File: config.mk
export PLATFORM = sky130hd
export DESIGN_NAME = decode_stage
export DESIGN_NICKNAME = d
export VERILOG_FILES = /design/src/rtl/decode_stage_pkg.sv /design/src/rtl/decode_lane.sv /design/src/rtl/decode_stage.sv
export SDC_FILE = /design/constraint.sdc
export NUM_CORES = 1
export LEC_CHECK = 0
export ABC_AREA = 1
export BUFFER_PORTS_ARGS = -buffer_cell sky130_fd_sc_hd__buf_2
export CAP_MARGIN = 40
export CORE_UTILIZATION = 62
export CTS_CLUSTER_DIAMETER = 30
export DETAILED_ROUTE_END_ITERATION = 10
export MAX_ROUTING_LAYER = met4
export PLACE_DENSITY = 0.92
export SYNTH_ARGS = -nofsm -noshare
export SYNTH_HDL_FRONTEND = slang
export SYNTH_HIERARCHICAL = 1
export SYNTH_SLANG_ARGS = --single-unit
File: constraint.sdc
create_clock -name clk -period 37.7 [get_ports clk]
set_input_delay 7.54 -clock clk [delete_from_list [all_inputs] [get_ports clk]]
set_output_delay 7.54 -clock clk [all_outputs]
set_load 0.02 [all_outputs]
File: src/rtl/decode_stage_pkg.sv
// Shared types and constants for the RV32I decode stage.
// Immediate helpers keep the bit scrambling of each format in one place.
package decode_stage_pkg;

    localparam int unsigned DECODE_WIDTH_MAX = 4;

    localparam logic [6:0] FUNCT7_BASE = 7'h00;
    localparam logic [6:0] FUNCT7_ALT  = 7'h20;

    localparam logic [6:0] OPC_OP     = 7'b0110011;
    localparam logic [6:0] OPC_OP_IMM = 7'b0010011;
    localparam logic [6:0] OPC_LUI    = 7'b0110111;
    localparam logic [6:0] OPC_AUIPC  = 7'b0010111;
    localparam logic [6:0] OPC_LOAD   = 7'b0000011;
    localparam logic [6:0] OPC_STORE  = 7'b0100011;
    localparam logic [6:0] OPC_BRANCH = 7'b1100011;
    localparam logic [6:0] OPC_JAL    = 7'b1101111;
    localparam logic [6:0] OPC_JALR   = 7'b1100111;

    typedef struct packed {
        logic [6:0] opcode;
        logic [4:0] rd;
        logic [4:0] rs1;
        logic [4:0] rs2;
        logic [2:0] funct3;
        logic [6:0] funct7;
        logic       is_load;
        logic       is_store;
        logic       is_branch;
        logic       is_jump;
        logic       is_alu_in_constant;
        logic       reg_wr_enable;
    } op_info_t;

    typedef struct packed {
        op_info_t    op;
        logic [31:0] imm;
        logic        illegal;
    } dec_op_info_t;

    typedef struct packed {
        logic [DECODE_WIDTH_MAX-1:0]             lane_valid;
        dec_op_info_t [DECODE_WIDTH_MAX-1:0]     op;
        logic [DECODE_WIDTH_MAX-1:0][31:0]       pc;
    } decode_bundle_t;

    function automatic logic [31:0] imm_i(input logic [31:0] insn);
        return {{20{insn[31]}}, insn[31:20]};
    endfunction

    function automatic logic [31:0] imm_s(input logic [31:0] insn);
        return {{20{insn[31]}}, insn[31:25], insn[11:7]};
    endfunction

    function automatic logic [31:0] imm_b(input logic [31:0] insn);
        return {{19{insn[31]}}, insn[31], insn[7], insn[30:25], insn[11:8], 1'b0};
    endfunction

    function automatic logic [31:0] imm_u(input logic [31:0] insn);
        return {insn[31:12], 12'h000};
    endfunction

    function automatic logic [31:0] imm_j(input logic [31:0] insn);
        return {{11{insn[31]}}, insn[31], insn[19:12], insn[20], insn[30:21], 1'b0};
    endfunction

endpackage

File: src/rtl/decode_lane.sv
// Combinational single-instruction RV32I decoder: field extraction,
// sign-extended immediate and illegal-encoding detection.
module decode_lane
    import decode_stage_pkg::*;
(
    input  logic         valid_i,
    input  logic [31:0]  insn_i,
    output dec_op_info_t opinfo_o
);

    logic [6:0]   opcode;
    logic [2:0]   f3;
    logic [6:0]   f7;
    logic         bad;
    dec_op_info_t d;

    assign opcode = insn_i[6:0];
    assign f3     = insn_i[14:12];
    assign f7     = insn_i[31:25];

    always_comb begin
        d           = '0;
        bad         = 1'b0;
        d.op.opcode = opcode;
        case (opcode)
            OPC_OP: begin
                d.op.rd            = insn_i[11:7];
                d.op.rs1           = insn_i[19:15];
                d.op.rs2           = insn_i[24:20];
                d.op.funct3        = f3;
                d.op.funct7        = f7;
                d.op.reg_wr_enable = 1'b1;
                bad = !((f7 == FUNCT7_BASE) ||
                        ((f7 == FUNCT7_ALT) && (f3 inside {3'b000, 3'b101})));
            end
            OPC_OP_IMM: begin
                d.op.rd                 = insn_i[11:7];
                d.op.rs1                = insn_i[19:15];
                d.op.funct3             = f3;
                d.op.is_alu_in_constant = 1'b1;
                d.op.reg_wr_enable      = 1'b1;
                d.imm                   = imm_i(insn_i);
                // Shift-immediates carry funct7 in the upper immediate bits.
                if (f3 == 3'b001) begin
                    d.op.funct7 = f7;
                    bad         = (f7 != FUNCT7_BASE);
                end else if (f3 == 3'b101) begin
                    d.op.funct7 = f7;
                    bad         = !((f7 == FUNCT7_BASE) || (f7 == FUNCT7_ALT));
                end
            end
            OPC_LUI, OPC_AUIPC: begin
                d.op.rd                 = insn_i[11:7];
                d.op.is_alu_in_constant = 1'b1;
                d.op.reg_wr_enable      = 1'b1;
                d.imm                   = imm_u(insn_i);
            end
            OPC_LOAD: begin
                d.op.rd                 = insn_i[11:7];
                d.op.rs1                = insn_i[19:15];
                d.op.funct3             = f3;
                d.op.is_load            = 1'b1;
                d.op.is_alu_in_constant = 1'b1;
                d.op.reg_wr_enable      = 1'b1;
                d.imm                   = imm_i(insn_i);
                bad                     = (f3 inside {3'b011, 3'b110, 3'b111});
            end
            OPC_STORE: begin
                d.op.rs1                = insn_i[19:15];
                d.op.rs2                = insn_i[24:20];
                d.op.funct3             = f3;
                d.op.is_store           = 1'b1;
                d.op.is_alu_in_constant = 1'b1;
                d.imm                   = imm_s(insn_i);
                bad                     = (f3 >= 3'b011);
            end
            OPC_BRANCH: begin
                d.op.rs1       = insn_i[19:15];
                d.op.rs2       = insn_i[24:20];
                d.op.funct3    = f3;
                d.op.is_branch = 1'b1;
                d.imm          = imm_b(insn_i);
                bad            = (f3 inside {3'b010, 3'b011});
            end
            OPC_JAL: begin
                d.op.rd                 = insn_i[11:7];
                d.op.is_jump            = 1'b1;
                d.op.is_alu_in_constant = 1'b1;
                d.op.reg_wr_enable      = 1'b1;
                d.imm                   = imm_j(insn_i);
            end
            OPC_JALR: begin
                d.op.rd                 = insn_i[11:7];
                d.op.rs1                = insn_i[19:15];
                d.op.funct3             = f3;
                d.op.is_jump            = 1'b1;
                d.op.is_alu_in_constant = 1'b1;
                d.op.reg_wr_enable      = 1'b1;
                d.imm                   = imm_i(insn_i);
                bad                     = (f3 != 3'b000);
            end
            default: bad = 1'b1;
        endcase

        if (insn_i[1:0] != 2'b11) begin
            bad = 1'b1;
        end

        // Illegal lanes must never cause architectural side effects.
        if (bad) begin
            d.op.reg_wr_enable = 1'b0;
            d.op.is_load       = 1'b0;
            d.op.is_store      = 1'b0;
            d.op.is_branch     = 1'b0;
            d.op.is_jump       = 1'b0;
            d.illegal          = 1'b1;
        end

        if (!valid_i) begin
            d = '0;
        end
    end

    assign opinfo_o = d;

endmodule

File: src/rtl/decode_stage.sv
// Multi-lane decode stage: per-lane decoders, kill-after-illegal, and an
// output register backed by a one-entry skid buffer for a registered in_ready.
module decode_stage
    import decode_stage_pkg::*;
#(
    parameter int unsigned DECODE_WIDTH       = 2,
    parameter int unsigned INSN_WIDTH         = 32,
    parameter int unsigned ADDR_WIDTH         = 32,
    parameter bit          KILL_AFTER_ILLEGAL = 1'b1
) (
    input  logic                                  clk,
    input  logic                                  rst,
    input  logic                                  flush,
    input  logic                                  in_valid,
    output logic                                  in_ready,
    input  logic [DECODE_WIDTH-1:0]               in_lane_valid,
    input  logic [DECODE_WIDTH*INSN_WIDTH-1:0]    in_insn,
    input  logic [ADDR_WIDTH-1:0]                 in_pc,
    output logic                                  out_valid,
    input  logic                                  out_ready,
    output logic [DECODE_WIDTH-1:0]               out_lane_valid,
    output dec_op_info_t [DECODE_WIDTH-1:0]       out_opinfo,
    output logic [DECODE_WIDTH-1:0][ADDR_WIDTH-1:0] out_pc,
    output logic [DECODE_WIDTH-1:0]               out_illegal
);

    dec_op_info_t [DECODE_WIDTH-1:0]          dec_op;
    logic [DECODE_WIDTH-1:0]                  dec_lane_valid;
    logic [DECODE_WIDTH-1:0][ADDR_WIDTH-1:0]  dec_pc;
    logic                                     seen_illegal;

    logic                                     out_valid_d, out_valid_q;
    logic [DECODE_WIDTH-1:0]                  out_lane_valid_d, out_lane_valid_q;
    dec_op_info_t [DECODE_WIDTH-1:0]          out_op_d, out_op_q;
    logic [DECODE_WIDTH-1:0][ADDR_WIDTH-1:0]  out_pc_d, out_pc_q;

    logic                                     skid_valid_d, skid_valid_q;
    logic [DECODE_WIDTH-1:0]                  skid_lane_valid_d, skid_lane_valid_q;
    dec_op_info_t [DECODE_WIDTH-1:0]          skid_op_d, skid_op_q;
    logic [DECODE_WIDTH-1:0][ADDR_WIDTH-1:0]  skid_pc_d, skid_pc_q;

    logic                                     in_fire;
    logic                                     out_free;

    for (genvar g = 0; g < DECODE_WIDTH; g++) begin : g_lane
        decode_lane u_lane (
            .valid_i  (in_lane_valid[g]),
            .insn_i   (in_insn[g*INSN_WIDTH +: 32]),
            .opinfo_o (dec_op[g])
        );
    end

    always_comb begin
        seen_illegal   = 1'b0;
        dec_lane_valid = in_lane_valid;
        for (int i = 0; i < int'(DECODE_WIDTH); i++) begin
            dec_pc[i] = in_pc + ADDR_WIDTH'(4 * i);
            if (KILL_AFTER_ILLEGAL && seen_illegal) begin
                dec_lane_valid[i] = 1'b0;
            end
            if (in_lane_valid[i] && dec_op[i].illegal) begin
                seen_illegal = 1'b1;
            end
        end
    end

    // Flush blocks acceptance even though in_ready may read high that cycle.
    assign in_fire  = in_valid & ~skid_valid_q & ~flush;
    assign out_free = ~out_valid_q | out_ready;

    always_comb begin
        out_valid_d       = out_valid_q;
        out_lane_valid_d  = out_lane_valid_q;
        out_op_d          = out_op_q;
        out_pc_d          = out_pc_q;
        skid_valid_d      = skid_valid_q;
        skid_lane_valid_d = skid_lane_valid_q;
        skid_op_d         = skid_op_q;
        skid_pc_d         = skid_pc_q;

        if (flush) begin
            out_valid_d  = 1'b0;
            skid_valid_d = 1'b0;
        end else if (out_free) begin
            if (skid_valid_q) begin
                out_valid_d      = 1'b1;
                out_lane_valid_d = skid_lane_valid_q;
                out_op_d         = skid_op_q;
                out_pc_d         = skid_pc_q;
                skid_valid_d     = 1'b0;
            end else if (in_fire) begin
                out_valid_d      = 1'b1;
                out_lane_valid_d = dec_lane_valid;
                out_op_d         = dec_op;
                out_pc_d         = dec_pc;
            end else begin
                out_valid_d      = 1'b0;
            end
        end else if (in_fire) begin
            skid_valid_d      = 1'b1;
            skid_lane_valid_d = dec_lane_valid;
            skid_op_d         = dec_op;
            skid_pc_d         = dec_pc;
        end
    end

    always_ff @(posedge clk or posedge rst) begin
        if (rst) begin
            out_valid_q       <= 1'b0;
            out_lane_valid_q  <= '0;
            out_op_q          <= '0;
            out_pc_q          <= '0;
            skid_valid_q      <= 1'b0;
            skid_lane_valid_q <= '0;
            skid_op_q         <= '0;
            skid_pc_q         <= '0;
        end else begin
            out_valid_q       <= out_valid_d;
            out_lane_valid_q  <= out_lane_valid_d;
            out_op_q          <= out_op_d;
            out_pc_q          <= out_pc_d;
            skid_valid_q      <= skid_valid_d;
            skid_lane_valid_q <= skid_lane_valid_d;
            skid_op_q         <= skid_op_d;
            skid_pc_q         <= skid_pc_d;
        end
    end

    always_comb begin
        for (int i = 0; i < int'(DECODE_WIDTH); i++) begin
            out_illegal[i] = out_op_q[i].illegal;
        end
    end

    assign in_ready       = ~skid_valid_q;
    assign out_valid      = out_valid_q;
    assign out_lane_valid = out_lane_valid_q;
    assign out_opinfo     = out_op_q;
    assign out_pc         = out_pc_q;

endmodule
Word-level counts from Yosys, hierarchy flattened --
Cells that the tools add are included.
Storage, ports and cells: register bits 418, output and inout port bits 212, word-level logic and storage cells 213, input port bits 103
Operators by class: reduce and logical (&&, ||, !) cells 46, bitwise operators 7, multiplexer cells 59, eq/ne operators 34, add/sub/neg operators 1, order comparisons 2
Operator list (number):
- one-hot mux 32 bit (5 select lines) | 2
- 2-to-1 mux 142 bit | 2
- 2-to-1 mux 71 bit | 2
- 2-to-1 mux 64 bit | 2
- equality test 7 x 6 -> 1 bit (second input constant) | 8
- equality test 7 bit (second input constant) | 6
- adder 32 x 3 -> 32 bit (second input constant) | 1
- 2-to-1 mux 1 bit | 31
- 2-to-1 mux 5 bit | 6
- equality test 7 x 5 -> 1 bit (second input constant) | 4
- 2-to-1 mux 7 bit | 4
- one-hot mux 7 bit (2 select lines) | 2
- OR reduction 7 bit | 4
- equality test 3 bit (second input constant) | 6
- OR reduction 3 bit | 6
- nonzero test 3 bit | 5
- equality test 7 x 2 -> 1 bit (second input constant) | 2
- zero test 7 bit | 2
- one-hot mux 1 bit (7 select lines) | 2
- nonzero test 7 bit | 2
- equality test 3 x 2 -> 1 bit (second input constant) | 4
- nonzero test 2 bit | 6
- OR reduction 6 bit | 2
- 2-to-1 mux 4 bit | 2
- 14 further kinds | 36

Logic depth before layout (Yosys ltp) --
Gate-level depths: netlist of run 1.
depth in word-level cells 14, gate-level depth with buffers 15, mapped depth without buffers 15

Hierarchy --
The synthesis of run 1 kept the hierarchy.
Modules (own cells, without submodules):
- decode_stage | times used 1, seq. area each 10359.9 um2, cells each 2182, area each 18049.8 um2
- decode_lane | times used 2, seq. area each 0.0 um2, cells each 261, area each 1136.1 um2

Worst setup path before layout of run 1 --
OpenSTA, ideal clock, no wires.
kind input to register, from input port in_insn[0], to register out_lane_valid_q[1] (netlist: out_lane_valid[1]), data required time 37635 ps, slack 28790 ps, setup time 65 ps, data arrival time 8846 ps, path buffers 0, stages on the path 13, cells stage by stage nand2_1 nor2_1 nand3_4 nand2_2 nor2_2 nand2_1 nand3_2 nand2_1 inv_1 inv_1 o21ai_0 o21ai_0 o21a_1
RTL lines:
- from (decl) | RTL line decode_stage.sv:17 | input logic [DECODE_WIDTH*INSN_WIDTH-1:0] in_insn,
- to (signal assigned) | RTL line decode_stage.sv:119 | out_lane_valid_q <= out_lane_valid_d;
- to (decl) | RTL line decode_stage.sv:33 | logic [DECODE_WIDTH-1:0] out_lane_valid_d, out_lane_valid_q;

Worst setup path after layout of run 1 --
from input port in_valid, to register out_pc_q, in the netlist out_pc[42]
Between the ends: word-level cells in the longest chain between the ends 4
Ends and longest elaborated chain:
- from (decl) | RTL line decode_stage.sv:14 | input logic in_valid,
- AND 1 bit (2 in series) | RTL line decode_stage.sv:68 | assign in_fire = in_valid & ~skid_valid_q & ~flush;
- nonzero test 2 bit (no line)
- AND reduction 3 bit (no line)
- to (signal assigned) | RTL line decode_stage.sv:121 | out_pc_q <= out_pc_d;
- to (decl) | RTL line decode_stage.sv:35 | logic [DECODE_WIDTH-1:0][ADDR_WIDTH-1:0] out_pc_d, out_pc_q;
Every way passes these cells. A chain may end at the register's enable or synchronous reset.

==> results of run 1 <==
-- state kept, by name, indices dropped and copies added (netlist names) --
| name | cells |
|---|---|
| skid_op_q | 142 |
| out_opinfo | 140 |
| out_pc | 62 |
| skid_pc_q | 62 |
| out_illegal | 2 |
| out_lane_valid | 2 |
| skid_lane_valid_q | 2 |
| out_valid | 1 |
| skid_valid_q | 1 |
-- how the worst max path moves through the flow --
stage	slack, ns	to	start	depth (start not counted)
finish	28.00	out_pc[42]	in_valid	9
global route	27.64	out_pc[41]	in_valid	9
CTS	27.95	out_pc[42]	in_valid	9
detailed placement	27.45	out_pc[41]	in_valid	9
global placement	27.54	out_pc[42]	in_valid	9
floorplan	18.64	out_illegal[0]	rst	1
-- worst reg2reg max path, stage by stage, from the launching register on --
cell	delay, ns
dfrtp_1	0.37
buf_4	0.26
inv_8	0.60
buf_4	0.75
buf_4	0.68
nand2_1	0.16
o21ai_0	0.14
o21ai_0	0.17
-- cell usage in the layout, fill, tap and decap left out, types with 6 or more instances in the layout --
cell	instances
nor2_1	160
dfrtp_1	414
clkbuf_1	6
nand3_1	74
a21oi_1	58
clkbuf_8	7
inv_1	308
inv_2	8
nor3_1	16
o21ai_0	570
nor2_2	9
nand2_2	9
buf_16	6
buf_2	314
inv_6	8
clkinv_2	11
a31oi_1	11
clkinvlp_4	9
clkbuf_16	78
o21ai_1	12
buf_4	11
nor2_4	10
nand2_1	852
nand3_2	6
bufinv_16	13
-- per-layer routing --
| metal | wire length (µm) | up-vias |
|---|---|---|
| li1 | - | 9053 |
| met1 | 24000 | 9343 |
| met2 | 29000 | 1106 |
| met3 | 5810 | 170 |
| met4 | 2220 | 0 |
| met5 | 0 | - |
-- power by group through the flow --
stage | sequential (mW) | combinational, mW | clock [mW]
final | 0.518 | 0.157 | 0.721
after CTS | 0.517 | 0.157 | 0.724
after global placement | 0.520 | 0.145 | 0
after floorplan | 0.542 | 0.0738 | 0
after detailed placement | 0.522 | 0.153 | 0
after global routing | 0.521 | 0.174 | 0.745
-- metrics by stage --
stage	utilization, %	instances
after global placement	68.6	3309
after floorplan	-	2704
after CTS	77.6	3453
after global routing	77.6	3456
final	77.6	3457
after detailed placement	69.1	3315
-- logic make-up after synthesis --
kind of cell,Yosys count
XOR/XNOR,6
flip-flops,414
AO/OA/AOI/OAI,665
AND/OR/NAND/NOR,1144
adder cells (fa/ha/maj),1
buffers and inverters,474
-- layout make-up --
class | count | area share (%)
antenna | 4 | 0.0404
clock buffer | 91 | 8.36
clock inverter | 47 | 2.61
inverter | 318 | 4.88
multi-input combinational | 1816 | 32.6
sequential | 414 | 41.8
tap | 435 | 2.20
timing repair buffer | 332 | 7.43
-- synth_stat cells (all sizes together) --
library cell	number	share of area [%]
ha	1	0.062
xor2	5	0.22
dfrtp	414	51
a21oi	60	1.5
buf	72	1.9
inv	318	5.9
and2	2	0.062
nand2	864	16
a31oi	11	0.34
xnor2	1	0.043
o21ai	583	14
a22oi	2	0.074
nor2	179	3.8
clkbuf	84	1.6
o21a	5	0.18
nand3	83	2.3
o22ai	2	0.062
a21o	2	0.074
nor3	16	0.39
==> results.json, run 1 <==
{
  "ant_nets": 0,
  "fin_nets": 3063,
  "worstMarginPinSlew_ns": 1.30,
  "fin_crit_ns": 9.70,
  "r2r_start": "skid_valid_q",
  "insertion_delay_ns": 0.58,
  "drc": 0,
  "synth_top_family_by_area": "simple AND/OR/NAND/NOR gates",
  "clock_skew_ns": 0.0270,
  "die_area_um2": 33500,
  "clock-sinks": 414,
  "syn_inst": 2704,
  "setup_violations": 0,
  "hold-worst-slack_ns": 0.472,
  "rows": 65,
  "met3_usage_pct": 7.29,
  "stdcell_area_um2": 24800,
  "root_buffer": "clkbuf_16",
  "routed_via_density": 5.69,
  "synthToLayoutAreaGrowth_pct": 21.8,
  "cpLargestDelayFamily": "buffers and inverters",
  "pwr-share-comb_pct": 11.3,
  "postPlaceCellArea_um2": 22000,
  "path_clk_slew_ns": 0.05,
  "max_stage_delay_ns": 0.74,
  "drt_iter0_drc": 2456,
  "cap_violations": 0,
  "r2r_setup_slack_ns": 34.38,
  "grt_setup_unrepaired": "false",
  "cts_resized": 0,
  "multi_input_area_um2": 8080,
  "postCtsSetupRepairBufs": 0,
  "grt.total_usage_pct": 37.9,
  "synth_compound_area_share_pct": 16.6,
  "met1_usage_pct": 48.3,
  "cts_tree": "done",
  "top_usage_layer": "met2",
  "power_frac_seq_pct": 37.1,
  "reg2reg_to": "out_pc[13]",
  "fmax_mhz": 103,
  "drt_first_pass_iters": 6,
  "dpl_worst_slack_ns": 27.45,
  "ys_seq_elements": 414,
  "synth_nets": 2808,
  "synth-xor-area-share_pct": 0.259,
  "overflow": 0,
  "cp_data_required_time_ns": 38.17,
  "finalHoldViolations": 0,
  "synth-seq-area-share_pct": 51.0,
  "start_util_pct": 63.7,
  "ctsHoldBuffers": 0,
  "intPower_mw": 1.02,
  "yosys.area_share.simple_pct": 22.7,
  "slew_headroom_pct": 13.0,
  "cp_data_arrival_time_ns": 10.17,
  "grt_pass1_wl_um": 97100,
  "period_share_pct": 25.7,
  "reg2reg_depth": 7,
  "cts_inserted_buffers": 77,
  "cp_common_cell": "nor2_1",
  "max-clock-path-buffers": 3,
  "ff_latch_area_um2": 10400,
  "hpwl_um": 38900,
  "critPathMaxFanout": 297,
  "power_mw": 1.40,
  "cp_cell_sequence": "buf_2 > nor2_1 > nor2_1 > nand2_4 > buf_12 > inv_2 > o21ai_0 > a21o_1 > nand2_1",
  "ios": 315,
  "ys_warn_count": 6,
  "globalRouteMet2Util_pct": 60.1,
  "synthAdderAreaFrac_pct": 0.0616,
  "avgSynthCellArea_um2": 7.52,
  "start_kind": "input pin",
  "wl_per_cell_um": 17.7,
  "drv_slew": 0,
  "cts_max_level": 3,
  "place.gp.congestion": 0.966,
  "yosysUniqueCellTypes": 32,
  "min_path_type": "reg -> reg",
  "ir_drop_uv": 53.6,
  "synthMuxAreaShare_pct": 0,
  "switching_power_mw": 0.375,
  "critical_path_class": "in -> reg",
  "p_clk_share_pct": 51.6,
  "leakage_nw": 13.3,
  "finalSetupTns_ns": 0,
  "port_buffers": 314,
  "fillers": 2187,
  "grt_max_degree": 298,
  "wl_um": 61100,
  "cp_num_buf_inv": 3,
  "powerDensity_nw_per_um2": 56.4,
  "synth.cell_area_um2": 20300,
  "cp_slowest_cell": "buf_12",
  "drive_above_1_share_pct": 17.1,
  "status": "finished clean",
  "fp.dieW_um": 183,
  "vias": 19700,
  "antenna_found_initial": 3,
  "grt_pass1_vias": 18900,
  "min_from": "out_pc[57]",
  "core-area_um2": 31900,
  "netSwitchingFraction_pct": 26.9,
  "fin_ws_ns": 28.00,
  "holdPathStages": 2,
  "holdPathEnd": "out_pc[57]",
  "endpoint_kind": "register",
  "die_h_um": 183
}
(Power assumes the default switching activity.)
==> run 2: changes to the inputs <==
--- a/config.mk
+++ b/config.mk
@@ -8,11 +8,11 @@
 export ABC_AREA = 1
 export BUFFER_PORTS_ARGS = -buffer_cell sky130_fd_sc_hd__buf_2
 export CAP_MARGIN = 40
-export CORE_UTILIZATION = 62
+export CORE_UTILIZATION = 57
 export CTS_CLUSTER_DIAMETER = 30
 export DETAILED_ROUTE_END_ITERATION = 10
 export MAX_ROUTING_LAYER = met4
-export PLACE_DENSITY = 0.92
+export PLACE_DENSITY = 0.86
 export SYNTH_ARGS = -nofsm -noshare
 export SYNTH_HDL_FRONTEND = slang
 export SYNTH_HIERARCHICAL = 1
==> constraint.sdc (replaced) <==
create_clock -name clk -period 9.7 [get_ports clk]
set_input_delay 1.94 -clock clk [delete_from_list [all_inputs] [get_ports clk]]
set_output_delay 1.94 -clock clk [all_outputs]
set_load 0.02 [all_outputs]
==> run 2 against run 1 <==
Compared with the run above: non-clock buffer count did not move; clock-buffer cell count is 16 higher; flip-flop and latch count unchanged; combinational power grew to 3.9 times the previous value.
==> results.json, run 2 (synthesis gave the netlist of run 1 again) <==
{
  "status": "finished clean",
  "holdPathStages": 2,
  "fin_ws_ns": 5.66,
  "ctsHoldBuffers": 0,
  "top_register": "skid_op_q",
  "drc": 0,
  "vias": 19400,
  "drt_first_pass_iters": 6,
  "r2r_start": "skid_valid_q",
  "clock_skew_ns": 0.0440,
  "cts_resized": 0,
  "ios": 315,
  "grt_pass1_wl_um": 96000,
  "core-area_um2": 34800,
  "endpoint_kind": "primary output",
  "antenna_found_initial": 7,
  "die_area_um2": 36400,
  "drv_slew": 0,
  "postCtsSetupRepairBufs": 0,
  "critPathMaxFanout": 142,
  "drive_above_1_share_pct": 17.2,
  "layout_common_cells": "852 x nand2_1, 570 x o21ai_0, 414 x dfrtp_1, 314 x buf_2, 308 x inv_1",
  "path_clk_slew_ns": 0.04,
  "cp_slowest_cell": "inv_8",
  "slew_headroom_pct": 30.0,
  "rows": 68,
  "routed_via_density": 5.55,
  "dp.cells": 3335,
  "wl_um": 59500,
  "grt_max_degree": 186,
  "grt.total_usage_pct": 34.3,
  "instances_no_fill": 3492,
  "fmax_mhz": 248,
  "max_stage_delay_ns": 0.59,
  "r2r_setup_slack_ns": 6.41,
  "leakage_nw": 13.4,
  "min_from": "out_opinfo[61]",
  "cts_tree": "done",
  "largest_reg_flops": 142,
  "overflow": 0,
  "grt_setup_unrepaired": "false",
  "port_buffers": 314,
  "dpl_worst_slack_ns": 5.39,
  "root_buffer": "clkbuf_16",
  "cp_cell_sequence": "buf_4 > inv_8 > buf_2",
  "min_path_type": "reg -> reg",
  "fp.dieW_um": 191,
  "hpwl_um": 38900,
  "insertion_delay_ns": 0.61,
  "die_h_um": 191,
  "synthToLayoutAreaGrowth_pct": 23.0,
  "reg2reg_to": "skid_op_q[112]",
  "power_mw": 5.57,
  "period_share_pct": 41.6,
  "start_kind": "register",
  "reg2reg_depth": 8,
  "clock-sinks": 414,
  "finalHoldViolations": 0,
  "max-clock-path-buffers": 3,
  "finalSetupTns_ns": 0,
  "cp_data_arrival_time_ns": 2.10,
  "start_util_pct": 58.4,
  "holdPathEnd": "out_opinfo[61]",
  "worstMarginPinSlew_ns": 1.05,
  "cts_max_level": 3,
  "layout_commonest_cell": "nand2_1",
  "place.gp.congestion": 0.955,
  "critical_path_class": "reg -> out",
  "cts_inserted_buffers": 82,
  "hold-worst-slack_ns": 0.472,
  "powerDensity_nw_per_um2": 223,
  "ant_nets": 0,
  "cp_num_buf_inv": 3,
  "grt_pass1_vias": 18700,
  "drt_iter0_drc": 1920,
  "wl_per_cell_um": 17.0,
  "ir_drop_uv": 175,
  "fin_nets": 3068,
  "setup_violations": 0,
  "cpLargestDelayFamily": "buffers and inverters",
  "cp_data_required_time_ns": 7.76,
  "cap_violations": 0,
  "fin_crit_ns": 4.04
}
## run 2: power breakdown
group / switching [mW] / internal (mW)
Sequential: 0.109 / 1.91
Combinational: 0.420 / 0.186
Clock: 0.963 / 1.99
Total: 1.49 / 4.08
## run 2: worst reg2reg max path, stage by stage, from the launching register on
cell and delay [ns]:
dfrtp_1 0.32, buf_4 0.36, inv_8 0.36, nand3_4 0.40
buf_4 0.75, buf_4 0.45, buf_16 0.31, nand2_1 0.16
o21ai_0 0.11
## run 2: final cells by class
class	count	area, µm²
Clock buffer	107	2280
Sequential cell	414	10400
Timing Repair Buffer	332	1850
Multi-Input combinational cell	1816	8080
Clock inverter	43	643
Inverter	318	1200
Fill cell	2573	9800
Antenna cell	7	17.5
Tap cell	455	569
## run 2: per-layer routing
layer / global-route usage (%) / wire [µm]
met3: 7.10 / 5180
met4: 13.1 / 1800
met2: 52.9 / 27900
met1: 44.6 / 24600
met5: - / 0
## run 2: how the worst max path moves through the flow
| stage | startpoint | to | slack [ns] | cells past startpoint |
|---|---|---|---|---|
| after global routing | skid_valid_q | in_ready | 5.56 | 3 |
| after CTS | skid_valid_q | in_ready | 5.66 | 3 |
| after floorplan | rst | out_illegal[0] | 2.18 | 1 |
| after global placement | out_ready | skid_op_q[14] | 5.26 | 8 |
| after detailed placement | out_ready | skid_op_q[136] | 5.39 | 10 |
| final | skid_valid_q | in_ready | 5.66 | 3 |
## run 2: metrics by stage
stage,utilization (%),cell area (µm²)
final,71.8,25000
after global routing,71.8,25000
after CTS,71.8,25000
after detailed placement,63.4,22100
after global placement,62.9,21900
after floorplan,-,20300
==> run 3: changes to the inputs <==
--- a/config.mk
+++ b/config.mk
@@ -8,11 +8,11 @@
 export ABC_AREA = 1
 export BUFFER_PORTS_ARGS = -buffer_cell sky130_fd_sc_hd__buf_2
 export CAP_MARGIN = 40
-export CORE_UTILIZATION = 57
+export CORE_UTILIZATION = 52
 export CTS_CLUSTER_DIAMETER = 30
 export DETAILED_ROUTE_END_ITERATION = 10
 export MAX_ROUTING_LAYER = met4
-export PLACE_DENSITY = 0.86
+export PLACE_DENSITY = 0.83
 export SYNTH_ARGS = -nofsm -noshare
 export SYNTH_HDL_FRONTEND = slang
 export SYNTH_HIERARCHICAL = 1
==> constraint.sdc (replaced) <==
create_clock -name clk -period 3.3 [get_ports clk]
set_input_delay 0.66 -clock clk [delete_from_list [all_inputs] [get_ports clk]]
set_output_delay 0.66 -clock clk [all_outputs]
set_load 0.02 [all_outputs]
==> run 3 against run 2 <==
Compared with the run above: clock power grew to 3.3 times the previous value; register-to-register slack lost 5.2 ns; via count shrank 0.36%; worst hold slack lost 0.37 ns; critical path depth is the same; flip-flop and latch count is the same; design area grew 2.3%; die area grew 9.5%.
==> results.json, run 3 (synthesis gave the netlist of run 1 again) <==
{
  "synthToLayoutAreaGrowth_pct": 25.8,
  "cts_max_level": 3,
  "fmax_mhz": 384,
  "grt_pass1_wl_um": 97700,
  "clock_skew_ns": 0.0238,
  "die_h_um": 200,
  "start_kind": "register",
  "clock-sinks": 414,
  "cts_inserted_buffers": 93,
  "max-clock-path-buffers": 3,
  "finalHoldViolations": 0,
  "antenna_found_initial": 4,
  "dpl_worst_slack_ns": 0.384,
  "drc": 0,
  "wl_um": 61100,
  "port_buffers": 314,
  "worstMarginPinSlew_ns": 0.953,
  "status": "finished clean",
  "ir_drop_uv": 584,
  "grt.total_usage_pct": 32.0,
  "drt_iter0_drc": 1499,
  "fin_crit_ns": 2.60,
  "critical_path_class": "reg -> out",
  "layout_common_cells": "852 x nand2_1, 570 x o21ai_0, 414 x dfrtp_1, 314 x buf_2, 308 x inv_1",
  "routed_via_density": 5.39,
  "fin_ws_ns": 0.696,
  "ant_nets": 0,
  "cp_data_arrival_time_ns": 1.94,
  "largest_reg_flops": 142,
  "core-area_um2": 38600,
  "insertion_delay_ns": 0.61,
  "critPathMaxFanout": 176,
  "drt_first_pass_iters": 8,
  "layout_commonest_cell": "nand2_1",
  "cap_violations": 0,
  "cp_slowest_cell": "dfrtp_1",
  "cts_resized": 0,
  "path_clk_slew_ns": 0.05,
  "postCtsSetupRepairBufs": 0,
  "wl_per_cell_um": 17.0,
  "fillers": 3185,
  "cts_tree": "done",
  "min_path_type": "in -> async",
  "slew_headroom_pct": 36.5,
  "drv_slew": 0,
  "start_util_pct": 52.7,
  "powerDensity_nw_per_um2": 682,
  "grt_pass1_vias": 18900,
  "die_area_um2": 39900,
  "ios": 315,
  "fp.dieW_um": 200,
  "cpLargestDelayFamily": "buffers and inverters",
  "setup_violations": 0,
  "root_buffer": "clkbuf_16",
  "place.gp.congestion": 0.992,
  "fin_util_pct": 66.3,
  "max_stage_delay_ns": 0.45,
  "ctsHoldBuffers": 0,
  "endpoint_kind": "primary output",
  "cp_cell_sequence": "inv_8 > buf_12 > buf_2",
  "grt_setup_unrepaired": "false",
  "grt_max_degree": 209,
  "dp.cells": 3407,
  "cp_data_required_time_ns": 2.64,
  "leakage_nw": 13.6,
  "cp_num_buf_inv": 3,
  "drive_above_1_share_pct": 18.2,
  "top_register": "skid_op_q",
  "instances_no_fill": 3583,
  "fin_nets": 3088,
  "hpwl_um": 40500,
  "overflow": 0,
  "rows": 72,
  "vias": 19300,
  "period_share_pct": 78.9
}
==> run 3: cell count changes in the layout (fill, tap and decap cells not counted), sizes merged <==
cell,delta
inv,+7
diode,-3
bufinv,+4
clkinv,+7
buf,+9
clkinvlp,+4
==> run 3: final timing paths <==
path,startpoint,end,slack (ns),depth (start not counted)
worst max-delay path,skid_valid_q,in_ready,0.70,3
worst min-delay path,rst,skid_pc_q[39],0.10,2
worst max register to register,out_valid,skid_op_q[112],1.17,5
worst min register to register,out_pc[58],out_pc[58],0.47,2
max in group asynchronous,rst,skid_pc_q[52],2.09,3
min in group clk,in_pc[1],skid_pc_q[1],0.36,3
==> run 3: worst reg2reg max path: stages, from the launching register on <==
cell	delay [ns]
dfrtp_1	0.34
nand2_1	0.12
nor2_1	0.24
nand3_4	0.29
buf_12	0.32
o21ai_0	0.71
==> run 3: metrics by stage <==
step / hold WS (ns) / power (mW) / area (µm²) / setup TNS, ns
6_report: 0.104 / 17.4 / 25600 / 0
4_1_cts: 0.0952 / 17.5 / 25600 / 0
3_5_place_dp: 0.460 / 7.73 / 22200 / 0
3_3_place_gp: 0.458 / 7.66 / 22200 / 0
2_1_floorplan: 0.448 / 7.04 / 20300 / -1217.82
5_1_grt: 0.116 / 18.1 / 25600 / 0
==> run 3: cell type report <==
| class | count | area [µm²] | area share [%] |
|---|---|---|---|
| Tap cell | 518 | 648 | 2.54 |
| Multi-Input combinational cell | 1816 | 8080 | 31.6 |
| Clock buffer | 107 | 2450 | 9.59 |
| Clock inverter | 65 | 877 | 3.43 |
| Sequential cell | 414 | 10400 | 40.5 |
| Inverter | 318 | 1200 | 4.71 |
| Timing Repair Buffer | 341 | 1940 | 7.58 |
| Antenna cell | 4 | 10.0 | 0.0392 |
==> run 3: metal layers <==
| layer | GRT usage, % | vias to the layer above | part of all wire (%) | wire length (µm) |
|---|---|---|---|---|
| met5 | - | - | 0 | 0 |
| li1 | - | 9148 | - | - |
| met3 | 6.72 | 150 | 8.2 | 5020 |
| met4 | 13.0 | 0 | 3.4 | 2070 |
| met2 | 49.5 | 842 | 47 | 28600 |
| met1 | 41.0 | 9168 | 42 | 25400 |
==> run 3: where the power goes <==
| group | internal (mW) | total [mW] | switching, mW | leakage [nW] |
|---|---|---|---|---|
| sequential | 5.60 | 5.90 | 0.295 | 5.52 |
| clock | 6.63 | 9.73 | 3.11 | 1.61 |
| combinational | 0.560 | 1.81 | 1.25 | 6.50 |
